<file path="src/rtl/ptp_sync_sched.sv">
`default_nettype none
// ============================================================================
// Module   : ptp_sync_sched
// Brief    : Periodic round scheduler for the PTP control FSM. Emits one-cycle
//            sync_start pulses (plus send_sync_pkt on master rounds), watches
//            slave rounds for ok / error / timeout, keeps saturating round
//            statistics and a lock indication.
// Revision : 1.0 - initial release
// ============================================================================
module ptp_sync_sched #(
  parameter int PERIOD_W  = 32,
  parameter int TIMEOUT_W = 24,
  parameter int CNT_W     = 16,
  parameter int MAX_FAIL  = 3
) (
  input  logic                 clk,
  input  logic                 reset,
  input  logic                 sched_en,
  input  logic [1:0]           device_role,
  input  logic [PERIOD_W-1:0]  cfg_period,
  input  logic [TIMEOUT_W-1:0] cfg_timeout,
  input  logic                 status_ok,
  input  logic                 error,
  output logic                 sync_start,
  output logic                 send_sync_pkt,
  output logic                 sync_busy,
  output logic                 round_done,
  output logic                 sync_locked,
  output logic [CNT_W-1:0]     ok_cnt,
  output logic [CNT_W-1:0]     err_cnt,
  output logic [CNT_W-1:0]     to_cnt
);

  localparam int STREAK_W = $clog2(MAX_FAIL + 1);
  localparam logic [STREAK_W-1:0] MAX_STREAK = STREAK_W'(MAX_FAIL);

  typedef enum logic [1:0] {
    S_IDLE        = 2'd0,
    S_START       = 2'd1,
    S_WAIT_DONE   = 2'd2,
    S_WAIT_PERIOD = 2'd3
  } state_t;

  state_t                state_q, state_d;
  logic                  role_q, role_d;
  logic [TIMEOUT_W-1:0]  wd_q, wd_d;
  logic [PERIOD_W-1:0]   pc_q, pc_d;
  logic [STREAK_W-1:0]   streak_q, streak_d;
  logic                  sync_start_q, sync_start_d;
  logic                  send_q, send_d;
  logic                  busy_q, busy_d;
  logic                  done_q, done_d;
  logic                  locked_q, locked_d;
  logic [CNT_W-1:0]      ok_q, ok_d;
  logic [CNT_W-1:0]      err_q, err_d;
  logic [CNT_W-1:0]      to_q, to_d;

  logic [PERIOD_W-1:0]   period_eff;
  logic [TIMEOUT_W-1:0]  wd_inc;
  logic                  period_hit;
  logic                  timeout_hit;
  logic                  begin_round;
  logic                  round_end;
  logic                  round_fail;
  logic                  unused_role_bit;

  // Only bit0 of device_role carries meaning.
  assign unused_role_bit = device_role[1];

  // A zero period still spends one cycle waiting.
  assign period_eff = (cfg_period == '0) ? PERIOD_W'(1) : cfg_period;
  assign period_hit = (pc_q >= period_eff);

  // The watchdog counts cycles since sync_start and saturates instead of
  // wrapping; the compare uses the value it reaches at this edge, and >= lets
  // a timeout lowered on the fly still end the round.
  assign wd_inc      = (&wd_q) ? wd_q : wd_q + TIMEOUT_W'(1);
  assign timeout_hit = (cfg_timeout != '0) && (wd_inc >= cfg_timeout);

  function automatic logic [CNT_W-1:0] sat_inc(input logic [CNT_W-1:0] v);
    return (&v) ? v : v + CNT_W'(1);
  endfunction

  // Next-state, statistics and registered-output computation.
  always_comb begin
    state_d      = state_q;
    role_d       = role_q;
    wd_d         = wd_q;
    pc_d         = pc_q;
    streak_d     = streak_q;
    locked_d     = locked_q;
    ok_d         = ok_q;
    err_d        = err_q;
    to_d         = to_q;
    sync_start_d = 1'b0;
    send_d       = 1'b0;
    done_d       = 1'b0;
    begin_round  = 1'b0;
    round_end    = 1'b0;
    round_fail   = 1'b0;

    if (!sched_en) begin
      state_d  = S_IDLE;
      locked_d = 1'b0;
      streak_d = '0;
    end else begin
      case (state_q)
        S_IDLE: begin_round = 1'b1;
        S_START: begin
          if (role_q) begin
            state_d = S_WAIT_PERIOD;
            pc_d    = PERIOD_W'(1);
          end else begin
            // The START cycle is the first watched cycle of the round.
            state_d = S_WAIT_DONE;
            wd_d    = TIMEOUT_W'(1);
          end
        end
        S_WAIT_DONE: begin
          wd_d = wd_inc;
          if (error) begin
            err_d      = sat_inc(err_q);
            round_fail = 1'b1;
            round_end  = 1'b1;
          end else if (status_ok) begin
            ok_d      = sat_inc(ok_q);
            streak_d  = '0;
            locked_d  = 1'b1;
            round_end = 1'b1;
          end else if (timeout_hit) begin
            to_d       = sat_inc(to_q);
            round_fail = 1'b1;
            round_end  = 1'b1;
          end
        end
        S_WAIT_PERIOD: begin
          if (period_hit) begin
            begin_round = 1'b1;
          end else begin
            pc_d = pc_q + PERIOD_W'(1);
          end
        end
        default: state_d = S_IDLE;
      endcase

      if (round_fail) begin
        streak_d = (streak_q >= MAX_STREAK) ? MAX_STREAK : streak_q + STREAK_W'(1);
        if (streak_d == MAX_STREAK) begin
          locked_d = 1'b0;
        end
      end

      // The round_done cycle sits ahead of the period count (counter value 0).
      if (round_end) begin
        state_d = S_WAIT_PERIOD;
        pc_d    = '0;
        done_d  = 1'b1;
      end

      if (begin_round) begin
        state_d      = S_START;
        sync_start_d = 1'b1;
        role_d       = device_role[0];
        send_d       = device_role[0];
        if (device_role[0]) begin
          locked_d = 1'b0;
        end
      end
    end

    busy_d = (state_d == S_WAIT_DONE);
  end

  // State, counters and output registers with asynchronous active-low reset.
  always_ff @(posedge clk or negedge reset) begin
    if (!reset) begin
      state_q      <= S_IDLE;
      role_q       <= 1'b0;
      wd_q         <= '0;
      pc_q         <= '0;
      streak_q     <= '0;
      sync_start_q <= 1'b0;
      send_q       <= 1'b0;
      busy_q       <= 1'b0;
      done_q       <= 1'b0;
      locked_q     <= 1'b0;
      ok_q         <= '0;
      err_q        <= '0;
      to_q         <= '0;
    end else begin
      state_q      <= state_d;
      role_q       <= role_d;
      wd_q         <= wd_d;
      pc_q         <= pc_d;
      streak_q     <= streak_d;
      sync_start_q <= sync_start_d;
      send_q       <= send_d;
      busy_q       <= busy_d;
      done_q       <= done_d;
      locked_q     <= locked_d;
      ok_q         <= ok_d;
      err_q        <= err_d;
      to_q         <= to_d;
    end
  end

  assign sync_start    = sync_start_q;
  assign send_sync_pkt = send_q;
  assign sync_busy     = busy_q;
  assign round_done    = done_q;
  assign sync_locked   = locked_q;
  assign ok_cnt        = ok_q;
  assign err_cnt       = err_q;
  assign to_cnt        = to_q;

endmodule
`default_nettype wire

</file>
<file path="config.mk">
export PLATFORM = sky130hd
export DESIGN_NAME = ptp_sync_sched
export DESIGN_NICKNAME = d
export VERILOG_FILES = /design/src/rtl/ptp_sync_sched.sv
export SDC_FILE = /design/constraint.sdc
export NUM_CORES = 1
export LEC_CHECK = 0
export ABC_CLOCK_PERIOD_IN_PS = 5500
export CAP_MARGIN = 40
export CORE_MARGIN = 2
export CORE_UTILIZATION = 45
export DETAILED_ROUTE_END_ITERATION = 8
export PLACE_DENSITY = 0.68
export SETUP_SLACK_MARGIN = 0.05
export SLEW_MARGIN = 5
export SYNTH_ARGS = -nofsm -noshare
export SYNTH_HDL_FRONTEND = slang
export SYNTH_SLANG_ARGS = --single-unit
</file>
<file path="constraint.sdc">
create_clock -name clk -period 5.5 [get_ports clk]
set_input_delay 0.55 -clock clk [delete_from_list [all_inputs] [get_ports clk]]
set_output_delay 0.55 -clock clk [all_outputs]
set_load 0.05 [all_outputs]
</file>
# Word level (Yosys, flattened, before mapping)
# Cells that the tools add are included.
[totals]
register_bits = 114
output_inout_bits = 53
elab_cells = 100
[classes]
addsub = 6
order_cmp = 3
eq_ne = 11
muxes = 45
bitwise = 5
n_reduce_logical = 17
[ops]
columns = ["operator", "count"]
rows = [
  ["$mux W32", 4],
  ["$pmux W32 S2", 1],
  ["$add A16 B1 Y16 const B", 3],
  ["$mux W24", 2],
  ["$pmux W24 S2", 1],
  ["$reduce_and A16 Y1", 3],
  ["$add A32 B1 Y32 const B", 1],
  ["$ge A32 B32 Y1", 1],
  ["$logic_not A32 Y1", 1],
  ["$mux W1", 26],
  ["$add A24 B1 Y24 const B", 1],
  ["$ge A24 B24 Y1", 1],
  ["$reduce_and A24 Y1", 1],
  ["$reduce_bool A24 Y1", 1],
  ["$mux W2", 10],
  ["$eq A2 B2 Y1 const B", 4],
  ["$reduce_and A4 Y1", 2],
  ["$ne A3 B1 Y1 const B", 2],
  ["$ne A3 B3 Y1 const B", 2],
  ["$reduce_and A3 Y1", 2],
  ["$reduce_and A6 Y1", 1],
  ["$not A1 Y1", 5],
  ["$reduce_and A5 Y1", 1],
  ["$ne A3 B2 Y1 const B", 1],
  ["10 further kinds", 10],
]

# Longest topological paths before layout
[depth]
depth_word = 13
depth_mapped = 17

# Worst setup path after synthesis
# OpenSTA, ideal clock, no wires.
[synth_timing]
path_type = "reg-to-reg"
from = "register wd_q[16]"
to = "register to_q[1], in the netlist to_cnt[1]"
arrival_ns = 3.644
required_time_ns = 5.372
slack_ns = 1.728
stages_incl_launch_ff = 16
cell_sequence = "dfrtp_1 and3_1 and4_1 buf_2 a311oi_4 nand3_1 xnor2_1 ha_1 nand2_4 nor4_4 nand3_2 o211a_1 or3_1 buf_6 nand3b_4 mux2_1"
[synth_between]
elab_chain_cells = 5
[synth_rtl]
columns = ["element", "line_no", "rtl"]
rows = [
  ["from (decl)", "46", "logic [TIMEOUT_W-1:0] wd_q, wd_d;"],
  ["from (signal assigned)", "193", "wd_q <= wd_d;"],
  ["$add A24 B1 Y24 / $reduce_and A24 Y1 (equally long branches)", "77", "assign wd_inc = (&wd_q) ? wd_q : wd_q + TIMEOUT_W'(1);"],
  ["$mux W24 (*)", "77", ""],
  ["$ge A24 B24 Y1 (*)", "78", "assign timeout_hit = (cfg_timeout != '0) && (wd_inc >= cfg_timeout);"],
  ["$logic_and A1 B1 Y1 (*)", "78", ""],
  ["$reduce_and A6 Y1 (no source line) (*)", "n/a", ""],
  ["to (signal assigned)", "203", "to_q <= to_d;"],
  ["to (decl)", "56", "logic [CNT_W-1:0] to_q, to_d;"],
]
# Mark *: on every way between the ends. The rest lies on a longest branch, timed or not.
# A chain may end at the register's enable or synchronous reset.

# Worst setup path in the final report
[layout_timing]
from = "register wd_q[7]"
to = "register to_q[1], in the netlist to_cnt[1]"
# Same word-level chain as after synthesis.

==> run_summary.xml <==
<?xml version="1.0" encoding="UTF-8"?>
<metrics>
  <group name="clock_network">
    <metric name="cts_tree" unit="">done</metric>
    <metric name="tritoncts.num_buffers" unit="">17</metric>
    <metric name="htree_num_levels" unit="">4</metric>
    <metric name="clk_transition_reported_paths" unit="ns">0.06</metric>
    <metric name="post_cts_hold_buffer_count" unit="">0</metric>
    <metric name="postCtsResizedCells" unit="">0</metric>
    <metric name="clock_insertion_delay_worst_skew" unit="ns">0.41</metric>
    <metric name="cts_post_setup_buffers_inserted" unit="">0</metric>
    <metric name="clock_tree.buffer_depth" unit="">2</metric>
    <metric name="cts_num_sinks" unit="">114</metric>
    <metric name="cts_root_buf" unit="">clkbuf_16</metric>
  </group>
  <group name="routing">
    <metric name="drt_iter0_drc" unit="">438</metric>
    <metric name="detail-route-antenna-nets" unit="">0</metric>
    <metric name="wl_per_cell" unit="um">16.2</metric>
    <metric name="finalWirelength" unit="um">19900</metric>
    <metric name="drc_errors" unit="">0</metric>
    <metric name="routed-via-count" unit="">6960</metric>
    <metric name="detail_route.first_pass.iterations" unit="">5</metric>
    <metric name="route.detailed.vias_per_inst" unit="">5.65</metric>
  </group>
  <group name="sta">
    <metric name="slew_headroom" unit="%">40.8</metric>
    <metric name="timing.clock.skew" unit="ns">0.00855</metric>
    <metric name="unrepaired_setup_endpoints_after_global_routing" unit="">false</metric>
    <metric name="totalNegativeSetupSlack" unit="ns">0</metric>
    <metric name="achievable_clock_frequency" unit="GHz">0.212</metric>
    <metric name="hold_slack" unit="ns">0.185</metric>
    <metric name="final_count_of_pins_violating_max_slew" unit="">0</metric>
    <metric name="finalCriticalPeriod" unit="ns">4.71</metric>
    <metric name="final.period_utilization" unit="%">85.6</metric>
    <metric name="final_hold_viol_count" unit="">0</metric>
    <metric name="worst-slew-pin-transition" unit="ns">0.886</metric>
    <metric name="report.final.setup_viol" unit="">0</metric>
  </group>
  <group name="synth">
    <metric name="syn_area" unit="um^2">7920</metric>
    <metric name="synth_edf_count" unit="">0</metric>
    <metric name="synthFlopType" unit="">dfrtp_1</metric>
    <metric name="synth_sequential_area_ratio" unit="%">36.0</metric>
    <metric name="async_flop_share" unit="%">100</metric>
    <metric name="number_of_register_bits_inferred_by_synthesis" unit="">114</metric>
    <metric name="synthesis.yosys.warnings" unit="">0</metric>
    <metric name="synth_cells" unit="">882</metric>
    <metric name="post-synth-top-area-fraction" unit="%">36.0</metric>
    <metric name="synth.area.top_cells" unit="">dfrtp_1, ha_1, xnor2_1, nand2_1, inv_1</metric>
    <metric name="synthesis.area_per_instance" unit="um^2">8.98</metric>
    <metric name="synth_cell_type_count" unit="">77</metric>
    <metric name="synth_top_cell_by_area" unit="">dfrtp_1</metric>
    <metric name="netlist_top_cells_count" unit="">dfrtp_1, nand2_1, inv_1, ha_1, nor2_1</metric>
    <metric name="synthMostInstantiatedCell" unit="">dfrtp_1</metric>
    <metric name="synthesis.nets" unit="">1010</metric>
  </group>
  <group name="pwr">
    <metric name="power.density" unit="nW/um^2">276</metric>
    <metric name="vdd.ir_drop.worst" unit="V">0.000233</metric>
    <metric name="power.static_leakage" unit="nW">4.47</metric>
  </group>
  <group name="grt">
    <metric name="grt_antenna_before_repair" unit="">0</metric>
    <metric name="grt_pass1_wl" unit="um">32800</metric>
    <metric name="grt_start_max_net_pins" unit="">59</metric>
    <metric name="grt_use_total" unit="%">22.3</metric>
    <metric name="first_global_vias" unit="">6474</metric>
    <metric name="grt_overflow" unit="">0</metric>
  </group>
  <group name="floorplanning">
    <metric name="initial_util" unit="%">46.0</metric>
    <metric name="die_w" unit="um">137</metric>
    <metric name="dieHeight" unit="um">137</metric>
    <metric name="die-area" unit="um^2">18700</metric>
    <metric name="core_area" unit="um^2">17200</metric>
    <metric name="row_count" unit="">48</metric>
    <metric name="ioPinCount" unit="">116</metric>
  </group>
  <group name="placement">
    <metric name="gpl.final_weighted_congestion" unit="">0.884</metric>
    <metric name="port_buffer_count" unit="">114</metric>
    <metric name="place.detailed.hpwl" unit="um">14700</metric>
  </group>
  <group name="finish">
    <metric name="count_of_filler_cells_inserted_in_the_layout" unit="">1567</metric>
    <metric name="area_growth_syn_to_layout" unit="%">24.0</metric>
    <metric name="nets" unit="">1122</metric>
    <metric name="post_route_cells_drive_above_1_share" unit="%">7.15</metric>
    <metric name="antennaDiodeCount" unit="">0</metric>
  </group>
  <group name="setup_path">
    <metric name="worst-setup-path-type" unit="">reg -&gt; reg</metric>
    <metric name="critical_path.reg2reg.startpoint" unit="">wd_q[7]$_DFFE_PN0P_</metric>
    <metric name="arrival_worst_endpoint" unit="ns">5.00</metric>
    <metric name="worst_ep_required_time" unit="ns">5.79</metric>
    <metric name="cp-end-kind" unit="">register</metric>
    <metric name="critical_path.max_fanout" unit="">17</metric>
    <metric name="crit_path_start_kind" unit="">register</metric>
    <metric name="worst_setup_path_startpoint" unit="">wd_q[7]$_DFFE_PN0P_</metric>
  </group>
  <group name="flow_run">
    <metric name="max_cap_violations" unit="">0</metric>
  </group>
  <group name="min_path">
    <metric name="holdCritPathClass" unit="">in -&gt; async</metric>
  </group>
  <group name="status">
    <metric name="status" unit="">finished clean</metric>
  </group>
</metrics>
-- placed cells by master, fill, tap and decap left out, types with 6 or more instances in the layout --
master / Yosys / routed
dfrtp_1: 114 / 114
clkdlybuf4s50_1: 0 / 113
nand2_1: 96 / 96
inv_1: 84 / 84
ha_1: 65 / 65
nor2_1: 45 / 45
xnor2_1: 44 / 44
o21ai_0: 41 / 41
nand3_1: 36 / 36
nand4_1: 34 / 34
a21oi_1: 32 / 32
xor2_1: 25 / 25
a21o_1: 20 / 20
a31oi_1: 20 / 20
clkbuf_16: 0 / 17
and3_1: 16 / 16
nor4_1: 16 / 16
o31ai_1: 15 / 15
nor3_1: 14 / 14
and4_1: 10 / 10
nor3_2: 8 / 8
buf_4: 2 / 8
o21a_1: 7 / 7
a221o_1: 7 / 7
and2_1: 6 / 6
nand2b_1: 6 / 6
a32oi_1: 6 / 6
clkinvlp_4: 0 / 6
-- where the power goes --
group / total, mW / internal [mW] / switching, mW
combinational: 0.721 / 0.268 / 0.453
sequential: 0.963 / 0.896 / 0.0662
clock: 1.03 / 0.630 / 0.402
-- stage by stage --
stage,setup WS [ns],power [mW],cell area (um^2),std cells,utilization [%]
after floorplan,1.73,1.44,7920,882,-
after global placement,0.934,1.69,9270,1200,53.8
after detailed placement,0.823,1.69,9270,1200,53.8
after CTS,0.792,2.74,9820,1232,57.0
after global routing,0.442,2.86,9820,1232,57.0
final,0.792,2.72,9820,1232,57.0
-- final timing paths --
kind	end	slack, ns	depth (start not counted)
setup / recovery	to_cnt[1]$_DFFE_PN0P_	0.79	14
hold / removal	wd_q[12]$_DFFE_PN0P_	0.19	1
setup reg to reg	to_cnt[1]$_DFFE_PN0P_	0.79	14
hold reg to reg	role_q$_DFFE_PN0P_	0.48	1
max in group asynchronous	pc_q[23]$_DFFE_PN0P_	4.05	2
min in group clk	role_q$_DFFE_PN0P_	0.48	1
-- cells by family after synthesis --
group,synth area share [%]
AO/OA/AOI/OAI,17.2
XOR/XNOR,7.63
adder cells (fa/ha/maj),10.3
buffers and inverters,5.86
flip-flops,36.0
multiplexers,0.805
AND/OR/NAND/NOR,22.3
-- routing by layer --
metal | up-vias | track usage (%) | share of wire [%]
met4 | 0 | 6.25 | 1.1
li1 | 3430 | - | -
met2 | 196 | 36.3 | 47
met5 | - | 0 | 0
met3 | 15 | 3.52 | 5.1
met1 | 3319 | 30.8 | 46
-- layout make-up --
cell class              instances  area [um^2]  area share [%]
repair buffers                122         1210            12.3
inverters                      84          315            3.21
clock inverters                13          113            1.15
well taps                     225          282            2.87
flip-flops and latches        114         2850            29.0
multi-input cells             655         4610            46.9
clock buffers                  19          443            4.51
-- sequential cells by signal, indices dropped and copies added, names as in the netlist, 2 cells and up --
name and count:
pc_q 32, wd_q 24, err_cnt 16, ok_cnt 16, to_cnt 16, state_q 2
streak_q 2
-- worst max-delay path: stages, from the launching register on --
cell	delay (ns)
dfrtp_1	0.50
nand4_1	0.26
nor3_4	0.51
and2_1	0.27
nand4_1	0.30
nor2_1	0.21
xor2_1	0.19
ha_1	0.28
a21oi_1	0.16
o21ai_0	0.11
a21oi_1	0.32
o211a_1	0.22
or3_1	0.64
nand3b_4	0.29
mux2_1	0.32
Power figures use the tool's default switching activity.
==> variant: new RTL, same flow settings <==
Set the parameter `CNT_W` to 18 (it was 16).
--- a/src/rtl/ptp_sync_sched.sv
+++ b/src/rtl/ptp_sync_sched.sv
@@ -11,5 +11,5 @@
   parameter int PERIOD_W  = 32,
   parameter int TIMEOUT_W = 24,
-  parameter int CNT_W     = 16,
+  parameter int CNT_W     = 18,
   parameter int MAX_FAIL  = 3
 ) (
Ports: changed (resized err_cnt, ok_cnt and to_cnt); port bits go from 116 to 122. No check against the original RTL was run, so the function may have changed too.
==> variant against the original RTL <==
- total power is 15% higher
- non-clock buffer count is 5 higher
- setup slack got worse by 0.12 ns
- fmax is 2.6% lower
- final area grew 3.9%
- synthesized area increased by 3.0%
- sequential power up 14%
- routed wire length increased by 2.4%
- sequential cell count grew 6
- critical path type unchanged
- largest cell class unchanged
==> variant: results (changes against the original RTL) <==
Yosys
  – Post-synthesis cell type count: 64 (-17%)
  – Post-synthesis compound-gate area fraction: 0.126 (-0.0453)
  – Synth Net Count: 1058 (+4.8%)
  – Mux cell area share after synthesis: 0.00552 (-0.00253)
  – Synth area leaders: dfrtp_1 37%, ha_1 10%, xnor2_1 6.4%
  – Synth Register Bits: 120 (+5.3%)
  – Sequential share of the synthesized area: 0.368 (+0.00797)
  – Synth Area in XOR/XNOR: 0.0805 (+0.00423)
  – Top post-synthesis cells by count: 120 x dfrtp_1, 95 x nand2_1, 81 x inv_1
  – Adder-cell area share of the yosys netlist: 0.0997 (-0.00298)

Place
  – Hpwl dp: 14800 um (+0.76%)
  – I/O Buffers: 120 (+5.3%)
  – GPL Wtd Cong: 0.834 (-5.7%)

Final layout
  – Multi-In Gates: 696 (+6.3%)
  – Bufs w/o clock: 127 (+4.1%)
  – Fraction of area in multi-input gates: 0.462 (-0.00725)
  – FF/Latch Area: 3000 um^2 (+5.3%)
  – NonClk Buf Share: 0.123 (-0.000657)

Setup path
  – Reg2reg start: wd_q[2]$_DFFE_PN0P_
  – Slowest CP cell: a221oi_1
  – Critical path arrival: 5.17 ns (+0.17 ns)
  – Worst R2R End: pc_q[5]$_DFFE_PN0P_
  – Worst reg-to-reg setup slack: 0.67 ns (-0.12 ns)

Routing
  – Metal1 wirelength: 9950 um (+7.6%)
  – Total Routed Length: 20400 um (+2.4%)
  – Detailed-route via count: 7213 (+3.6%)
  – Starting DRT DRC Count: 461 (+5.3%)
  – Met2 wire length: 8800 um (-6.8%)

Global route
  – All-Layer GR Usage: 0.216 (-0.00681)
  – Largest net degree at the start of global routing: 63 (+6.8%)

Power and ir drop
  – VDD IR max: 0.000288 V (+24%)
  – Sw Ratio: 0.335 (-0.00398)

STA
  – Clk_skew: 0.0106 ns (+0.00203 ns)

Status
  – Outcome: complete, no violations
variant: power groups by stage:
stage,sequential [uW],combinational (uW),clock [uW]
global route,1110,898,1280
finish,1100,804,1210
global placement,1110,796,0
CTS,1100,812,1230
floorplan,1160,478,0
detailed placement,1110,808,0
variant: worst max path at each step:
stage | from | to | slack [ns] | depth (start not counted)
floorplan | wd_q[2]$_DFFE_PN0P_ | pc_q[5]$_DFFE_PN0P_ | 1.73 | 17
global placement | wd_q[2]$_DFFE_PN0P_ | pc_q[30]$_DFFE_PN0P_ | 0.76 | 14
detailed placement | wd_q[2]$_DFFE_PN0P_ | pc_q[29]$_DFFE_PN0P_ | 0.68 | 14
CTS | wd_q[2]$_DFFE_PN0P_ | pc_q[25]$_DFFE_PN0P_ | 0.68 | 14
global route | wd_q[2]$_DFFE_PN0P_ | pc_q[0]$_DFFE_PN0P_ | 0.28 | 14
finish | wd_q[2]$_DFFE_PN0P_ | pc_q[5]$_DFFE_PN0P_ | 0.67 | 14
variant: kinds of logic after synthesis:
logic type / after synthesis
compound gates: 154
xor+xnor: 75
fa+ha+maj: 65
buf+inv: 114
flops: 120
mux: 4
simple gates: 398
variant: per-stage QoR:
step	std cells	util	worst slack (ns)	hold WS (ns)	power [uW]
floorplan	930	-	1.73	0.254	1640
global placement	1253	0.534	0.764	0.481	1900
detailed placement	1253	0.534	0.682	0.486	1920
CTS	1285	0.570	0.681	0.248	3140
global route	1285	0.570	0.284	0.287	3290
finish	1285	0.570	0.667	0.203	3110
variant: metal layers:
metal,track usage,vias up
met5,0,-
met4,0.0553,0
met3,0.0691,18
met2,0.322,187
met1,0.307,3428
li1,-,3580
